==> src/rtl/pipemem_io.sv <==
// MEM stage of the pipelined CPU: word-addressed data RAM, on-chip I/O registers and a
// stalling req/ack port to slow external I/O. Optional macro: PIPEMEM_IO_TIMEOUT_EN (external wait timeout).
module pipemem_io #(
    parameter int DADDR_W = 5,
    parameter int TIMEOUT = 64
) (
    input  logic        clock,
    input  logic        resetn,
    input  logic        mwmem,
    input  logic        mm2reg,
    input  logic [31:0] malu,
    input  logic [31:0] mb,
    output logic [31:0] mmo,
    output logic        mstall,
    output logic        io_req,
    output logic        io_we,
    output logic [3:0]  io_addr,
    output logic [31:0] io_wdata,
    input  logic [31:0] io_rdata,
    input  logic        io_ack,
    output logic [31:0] out_port0,
    output logic [31:0] out_port1,
    output logic [31:0] out_port2,
    input  logic [31:0] in_port0,
    input  logic [31:0] in_port1,
    output logic        io_err,
    output logic [1:0]  io_state
);

    typedef enum logic [1:0] {
        S_IDLE = 2'd0,
        S_WAIT = 2'd1,
        S_DONE = 2'd2
    } state_t;

    localparam logic [7:0] TIMEOUT_LAST = 8'(TIMEOUT - 1);

    state_t       state;
    state_t       state_next;
    logic [31:0]  ram [2**DADDR_W];
    logic [31:0]  rdbuf;
    logic [31:0]  in0_meta, in0_q, in1_meta, in1_q;
    logic [31:0]  rd_data;
    logic         ram_sel, reg_sel, ext_sel, ext_acc;
    logic         timeout_hit;
    logic         unused_bits;
    logic [DADDR_W-1:0] ram_idx;

    assign ram_sel  = ~malu[7];
    assign reg_sel  = (malu[7:6] == 2'b10);
    assign ext_sel  = (malu[7:6] == 2'b11);
    assign ext_acc  = (mwmem | mm2reg) & ext_sel;
    assign ram_idx  = malu[DADDR_W+1:2];
    assign io_addr  = malu[5:2];
    assign io_wdata = mb;
    assign io_state = state;

    // io_req rises on entry to WAIT and holds until the single-cycle io_ack is sampled;
    // io_we, io_addr and io_wdata are valid whenever io_req is high.
    always_ff @(posedge clock or negedge resetn) begin
        if (!resetn) state <= S_IDLE;
        else         state <= state_next;
    end

    always_comb begin
        state_next = state;
        mstall     = 1'b0;
        io_req     = 1'b0;
        io_we      = 1'b0;
        case (state)
            S_IDLE: begin
                // Stall in the same cycle the access is decoded, but never while held in reset.
                if (resetn && ext_acc) begin
                    mstall     = 1'b1;
                    state_next = S_WAIT;
                end
            end
            S_WAIT: begin
                mstall = 1'b1;
                io_req = 1'b1;
                io_we  = mwmem;
                if (io_ack || timeout_hit) state_next = S_DONE;
            end
            S_DONE:  state_next = S_IDLE;
            default: state_next = S_IDLE;
        endcase
    end

    always_ff @(posedge clock or negedge resetn) begin
        if (!resetn) begin
            rdbuf <= '0;
        end else if (state == S_WAIT) begin
            if (io_ack)           rdbuf <= io_rdata;
            else if (timeout_hit) rdbuf <= 32'hDEAD_BEEF;
        end
    end

`ifdef PIPEMEM_IO_TIMEOUT_EN
    logic [7:0] wait_cnt;
    logic       err_q;

    // Held at zero outside WAIT, so every WAIT visit starts counting from zero.
    always_ff @(posedge clock or negedge resetn) begin
        if (!resetn)              wait_cnt <= '0;
        else if (state != S_WAIT) wait_cnt <= '0;
        else                      wait_cnt <= wait_cnt + 8'd1;
    end

    always_ff @(posedge clock or negedge resetn) begin
        if (!resetn) err_q <= 1'b0;
        else         err_q <= err_q | timeout_hit;
    end

    assign timeout_hit = (state == S_WAIT) && !io_ack && (wait_cnt == TIMEOUT_LAST);
    assign io_err      = err_q;
    assign unused_bits = ^{malu[31:8], malu[1:0]};
`else
    assign timeout_hit = 1'b0;
    assign io_err      = 1'b0;
    assign unused_bits = ^{malu[31:8], malu[1:0], TIMEOUT_LAST};
`endif

    always_ff @(posedge clock) begin
        if (mwmem && ram_sel && !mstall) ram[ram_idx] <= mb;
    end

    always_ff @(posedge clock or negedge resetn) begin
        if (!resetn) begin
            out_port0 <= '0;
            out_port1 <= '0;
            out_port2 <= '0;
        end else if (mwmem && reg_sel && !mstall) begin
            case (malu[5:2])
                4'h0:    out_port0 <= mb;
                4'h1:    out_port1 <= mb;
                4'h2:    out_port2 <= mb;
                default: ;
            endcase
        end
    end

    always_ff @(posedge clock or negedge resetn) begin
        if (!resetn) begin
            in0_meta <= '0;
            in0_q    <= '0;
            in1_meta <= '0;
            in1_q    <= '0;
        end else begin
            in0_meta <= in_port0;
            in0_q    <= in0_meta;
            in1_meta <= in_port1;
            in1_q    <= in1_meta;
        end
    end

    always_comb begin
        rd_data = '0;
        if (ram_sel) begin
            rd_data = ram[ram_idx];
        end else if (ext_sel) begin
            rd_data = rdbuf;
        end else begin
            case (malu[5:2])
                4'h0:    rd_data = out_port0;
                4'h1:    rd_data = out_port1;
                4'h2:    rd_data = out_port2;
                4'h3:    rd_data = in0_q;
                4'h4:    rd_data = in1_q;
                default: rd_data = '0;
            endcase
        end
    end

    assign mmo = mm2reg ? rd_data : malu;

endmodule

==> config.mk <==
export PLATFORM = sky130hd
export DESIGN_NAME = pipemem_io
export DESIGN_NICKNAME = d
export VERILOG_FILES = /design/src/rtl/pipemem_io.sv
export SDC_FILE = /design/constraint.sdc
export NUM_CORES = 1
export LEC_CHECK = 0
export CAP_MARGIN = 20
export CORE_UTILIZATION = 63
export CTS_CLUSTER_DIAMETER = 100
export CTS_CLUSTER_SIZE = 40
export DETAILED_ROUTE_END_ITERATION = 6
export PLACE_DENSITY = 0.84
export SYNTH_ARGS = -nofsm -noshare
export SYNTH_HDL_FRONTEND = slang
export SYNTH_SLANG_ARGS = --single-unit
export TNS_END_PERCENT = 5
==> constraint.sdc <==
create_clock -name clock -period 7.9 [get_ports clock]
set_input_delay 1.185 -clock clock [delete_from_list [all_inputs] [get_ports clock]]
set_output_delay 1.185 -clock clock [all_outputs]
set_load 0.005 [all_outputs]
==> results.toml, run 1 <==
[sta]
worstMarginPinSlew_ns = 1.27
setup_viol = 0
rsz0062_at_grt = "no"
finalMaxSlewViolations = 0
fin_skew_ns = 0.0568
clock.fmax_mhz = 155
post-route-min-period_ns = 6.46
maxSlewHeadroom_pct = 15.3
hold_viol = 0
fin_crit_sh_pct = 81.8
fin_tns_setup_ns = 0

[route]
drt_pass1_iterations = 7
vias_per_cell = 7.11
num_vias = 27700
drt-initial-drc-count = 4302
wire_per_inst_um = 34.4
wirelength_um = 134000
drc = 0
detail-route-antenna-nets = 0

[job]
cap_violations = 0

[pwr]
clkPwrFrac_pct = 25.2
irDropWorstVdd_mv = 0.194
switchingPower_mw = 2.61
p_leak_nw = 19.0
switching_share_pct = 22.4
intPower_mw = 9.05
p_comb_share_pct = 9.9
power_frac_seq_pct = 65.0
power.density_nw_per_um2 = 209

[clock_tree]
numCtsBuffers = 39
cts_tree = "yes"
cts_buffer_depth = 3
cts_root_buffer = "clkbuf_16"
ctsHoldBuffers = 0
cts_post_setup_buffers_inserted = 0
clock-sinks = 1282
h-tree-depth = 2
insertion_delay_ns = 0.65
clkTransAtPathRegs_ns = 0.14
cts.repair.resized = 0

[finish]
multiInputGateArea_um2 = 11600
nets = 2988
layout_commonest_cell = "edfxtp_1"
synthToLayoutAreaGrowth_pct = 12.2
seqCellArea_um2 = 37200
utilization_pct = 71.6
drive_gt1_share_pct = 20.5
layout_common_cells = "1,024 x edfxtp_1, 327 x clkdlybuf4s50_1, 258 x dfrtp_1"
fillers = 4385
fin_area_um2 = 55700

[floorplan]
ios = 335
die-height_um = 283
core-area_um2 = 77700
fp.dieW_um = 283
initial_utilization_pct = 63.9
row_count = 102
dieArea_um2 = 79900

[placement]
place_congestion = 0.862
dpl-instance-area_um2 = 54400
port_buffers = 333
dp_hpwl_um = 82200

[synthesis]
avgSynthCellArea_um2 = 19.6
synth-edff-count = 1024
postSynthCellCount = 2527
synthArstFlopShare_pct = 20.1
syn-cell-area_um2 = 49600
ys_seq_area_share_pct = 75.0
yosysTopAreaCell = "edfxtp_1"
synth_cell_types = 48
synth_ff_type = "edfxtp_1"
syn_nets = 2692
yosys_warnings = 0
synthTopCellsByArea = "edfxtp_1 62%, dfrtp_1 13%, mux4_2 8.8%"
ys_seq_elements = 1282
synth_top_cell_area_share_pct = 61.9

[setup_path]
crit_fanout = 85
worst_path_largest_cell_delay_ns = 1.10
required_ns = 6.71
worstSetupStartpointType = "input port"
path_delay_family = "buffers and inverters"
crit_top_cell = "a221oi_1"
critical_path_arrival_ns = 5.28
crit_path_cell_trace = "buf_8 -> and3_1 -> buf_4 -> a221oi_1 -> o21a_1 -> a221oi_1 -> o221ai_1 -> clkdlybuf4s50_1"
reg2reg_to = "ram[29][15]$_DFFE_PP_"
worstRegToRegCells = 6
path_class = "input port to primary output"
cp_num_buf_inv = 3
ff2ff_setup_slack_ns = 4.10
reg2reg_from = "io_state[0]$_DFFE_PN0P_"
crit_path_top_delay_cell = "and3_1"
cp-end-kind = "primary output"

[min_path]
min_from = "in1_meta[3]$_DFF_PN0_"
hold_path_end = "in1_q[3]$_DFF_PN0_"
whs_path_depth = 0
min_path_type = "register to register"

[run_status]
status = "finished clean"

[global_route]
grt_max_degree = 107
antenna_found_initial = 3
first_global_vias = 27700
grt_usage_pct = 33.9
grt_pass1_wl_um = 190000
grt-ovfl-total = 0
## worst reg2reg max path, cell delays in order, from the launching register on
cell,delay [ns]
dfrtp_1,0.43
inv_1,0.13
o21ai_0,0.24
nor2_1,0.37
nand3b_1,0.71
nor2_4,0.97
buf_4,0.56
## cells in the mapped netlist (all sizes together) (5+ instances only)
| cell type | number |
|---|---|
| o21a | 12 |
| mux4 | 194 |
| and3 | 5 |
| a221oi | 106 |
| clkbuf | 56 |
| a221o | 35 |
| nor2 | 69 |
| dfrtp | 258 |
| a21o | 11 |
| nand2 | 110 |
| mux2 | 189 |
| edfxtp | 1024 |
| o21ai | 42 |
| inv | 6 |
| o221ai | 12 |
| o2bb2ai | 19 |
| buf | 129 |
| mux2i | 166 |
| o22ai | 13 |
| nor3 | 6 |
| a22oi | 30 |
## through the flow
step / hold WS (ns) / std cells / total power [mW] / setup WS [ns]
2_1_floorplan: 0.331 / 2527 / 8.21 / 3.01
3_5_place_dp: 0.335 / 3818 / 8.85 / 1.52
3_3_place_gp: 0.334 / 3814 / 8.81 / 1.53
4_1_cts: 0.362 / 3884 / 11.6 / 1.52
5_1_grt: 0.370 / 3888 / 11.9 / 1.45
6_report: 0.358 / 3889 / 11.7 / 1.44
## cell families after synthesis
| logic type | share of synthesized area [%] |
|---|---|
| buf+inv | 2.12 |
| other cells | 0.00755 |
| compound gates | 4.69 |
| simple gates | 1.79 |
| flops | 75.0 |
| mux | 16.4 |
## final cells by class
| type | instances | area share [%] |
|---|---|---|
| Antenna cell | 1 | 0.00449 |
| Clock buffer | 62 | 2.02 |
| Clock inverter | 4 | 0.166 |
| Inverter | 7 | 0.0517 |
| Multi-Input combinational cell | 1053 | 20.9 |
| Sequential cell | 1282 | 66.8 |
| Tap cell | 1040 | 2.34 |
| Timing Repair Buffer | 440 | 7.67 |
## per-layer routing
layer  global-route usage, %  vias up  routed length (um)
met1                    45.8    14200               44700
met5                       0        -                 139
li1                        -    10700                   -
met2                    52.9     2298               63700
met4                    17.2        2                7750
met3                    7.62      417               17300
## worst max-delay path by stage
| stage | startpoint | endpoint | slack [ns] | cells past startpoint |
|---|---|---|---|---|
| global placement | malu[2] | mmo[20] | 1.53 | 8 |
| finish | malu[2] | mmo[25] | 1.44 | 8 |
| global route | malu[2] | mmo[20] | 1.45 | 8 |
| floorplan | malu[2] | ram[14][0]$_DFFE_PP_ | 3.01 | 7 |
| detailed placement | malu[2] | mmo[20] | 1.52 | 8 |
| CTS | malu[2] | mmo[20] | 1.52 | 8 |
## power by group through the flow
stage / logic (mW) / clock network (mW) / registers [mW]
4_1_cts: 1.14 / 2.92 / 7.57
5_1_grt: 1.20 / 3.13 / 7.59
3_3_place_gp: 1.09 / 0 / 7.71
3_5_place_dp: 1.13 / 0 / 7.72
6_report: 1.15 / 2.93 / 7.58
2_1_floorplan: 0.524 / 0 / 7.69
## flip-flops by register name, summed over array words and instances (netlist names)
register / count
out_port0: 32
out_port1: 32
in0_q: 32
in1_q: 32
ram: 1024
io_state: 2
rdbuf: 32
out_port2: 32
in0_meta: 32
in1_meta: 32
No activity file was read; power rests on OpenSTA's default activity.
==> run 2: changes to the inputs <==
- CORE_UTILIZATION: 63 -> 59
- PLACE_DENSITY: 0.84 -> 0.8
- clock period: 7.9 -> 6.5 ns (I/O delays scaled with it)
==> run 2 against run 1 <==
Compared with the run above: clock skew grew 0.0097 ns; sequential share of layout area about the same; sequential cell count unchanged; sequential power rose by 22%; clock-buffer cell count shrank 7; critical path type unchanged.
==> results.toml, run 2 (synthesized netlist as in run 1, its figures left out) <==
[run_status]
status = "finished clean"

[global_route]
grt_pass1_wl_um = 177000
grt-ovfl-total = 0
grt_usage_pct = 28.6
first_global_vias = 26600
grt_max_degree = 107
antenna_found_initial = 2

[placement]
place_congestion = 0.885
place_ws_ns = 0.976
dp_hpwl_um = 78700
port_buffers = 333

[clock_tree]
numCtsBuffers = 38
cts.repair.resized = 0
cts_buffer_depth = 3
cts_post_setup_buffers_inserted = 0
cts_tree = "yes"
insertion_delay_ns = 0.64
h-tree-depth = 2
cts_root_buffer = "clkbuf_16"
ctsHoldBuffers = 0
clkTransAtPathRegs_ns = 0.14
clock-sinks = 1282

[sta]
post-route-min-period_ns = 5.41
clock.fmax_mhz = 185
hold_viol = 0
rsz0062_at_grt = "no"
finalMaxSlewViolations = 0
fin_tns_setup_ns = 0
setup_viol = 0
finalWorstSetupSlack_ns = 1.09
fin_crit_sh_pct = 83.3
maxSlewHeadroom_pct = 23.7
fin_skew_ns = 0.0664
worstMarginPinSlew_ns = 1.14

[pwr]
irDropWorstVdd_mv = 0.260
p_leak_nw = 19.0
power.density_nw_per_um2 = 252
power.total_mw = 14.0

[route]
wire_per_inst_um = 31.3
vias_per_cell = 6.76
drt_pass1_iterations = 5
drc = 0
num_vias = 26500
wirelength_um = 123000
detail-route-antenna-nets = 0
drt-initial-drc-count = 3235

[min_path]
min_path_type = "input port to asynchronous set/reset pin"

[floorplan]
row_count = 106
ios = 335
fp.dieW_um = 292
core-area_um2 = 83400
dieArea_um2 = 85300
initial_utilization_pct = 59.5
die-height_um = 292

[setup_path]
worstSetupStartpointType = "input port"
cp-end-kind = "primary output"
crit_fanout = 63
critical_path_arrival_ns = 4.44
required_ns = 5.52
ff2ff_setup_slack_ns = 3.03
path_class = "input port to primary output"

[finish]
layout_commonest_cell = "edfxtp_1"
fillers = 5188
utilization_pct = 66.7
multiInputGateArea_um2 = 11600
largest_reg_flops = 1024
layout_common_cells = "1,024 x edfxtp_1, 327 x clkdlybuf4s50_1, 258 x dfrtp_1"
synthToLayoutAreaGrowth_pct = 12.1
seqCellArea_um2 = 37200
top_register = "ram"
nets = 2989
drive_gt1_share_pct = 20.4

[job]
cap_violations = 0
[run 2: metrics by stage]
step | hold slack (ns) | instances | cell area (um^2)
global route | 0.365 | 3921 | 55600
CTS | 0.361 | 3916 | 55500
global placement | 0.332 | 3859 | 54400
finish | 0.356 | 3922 | 55600
floorplan | 0.331 | 2527 | 49600
detailed placement | 0.336 | 3860 | 54400
[run 2: final cells by class]
class                   count  area share [%]
diodes                      2         0.00900
clock buffers              55            1.94
clock inverters             1          0.0540
inverters                   7          0.0495
multi-input cells        1053            20.9
flip-flops and latches   1282            66.9
well taps                1080            2.43
repair buffers            442            7.72
[run 2: path summary, 6_finish.rpt]
path | from | to | cells past startpoint
setup / recovery | malu[2] | mmo[1] | 9
hold / removal | resetn | in0_meta[15]$_DFF_PN0_ | 1
setup reg to reg | io_state[0]$_DFFE_PN0P_ | ram[17][9]$_DFFE_PP_ | 6
hold reg to reg | in1_meta[7]$_DFF_PN0_ | in1_q[7]$_DFF_PN0_ | 0
max in group asynchronous | resetn | in0_q[28]$_DFF_PN0_ | 2
min in group clock | in1_meta[7]$_DFF_PN0_ | in1_q[7]$_DFF_PN0_ | 0
[run 2: worst max-delay path, cell delays in order]
cell and delay [ns]:
buf_8 0.44, buf_12 0.44, mux4_2 0.57, nand2_1 0.09
nand2_1 0.12, a221oi_1 0.71, buf_4 0.22, o221ai_1 0.23
clkdlybuf4s50_1 0.51
[run 2: power by group]
group / total (mW) / internal [mW] / leakage [nW] / switching [mW]
logic: 1.37 / 0.675 / 6.09 / 0.696
registers: 9.21 / 9.07 / 12.4 / 0.138
clock network: 3.45 / 1.19 / 0.533 / 2.26
total: 14.0 / 10.9 / 19.0 / 3.09
[run 2: per-layer routing]
layer,global-route usage (%),vias to the layer above,routed length [um]
met2,48.3,1581,62200
met5,0,-,8
met3,3.19,257,9700
met1,38.4,13900,45300
li1,-,10700,-
met4,11.6,2,5570
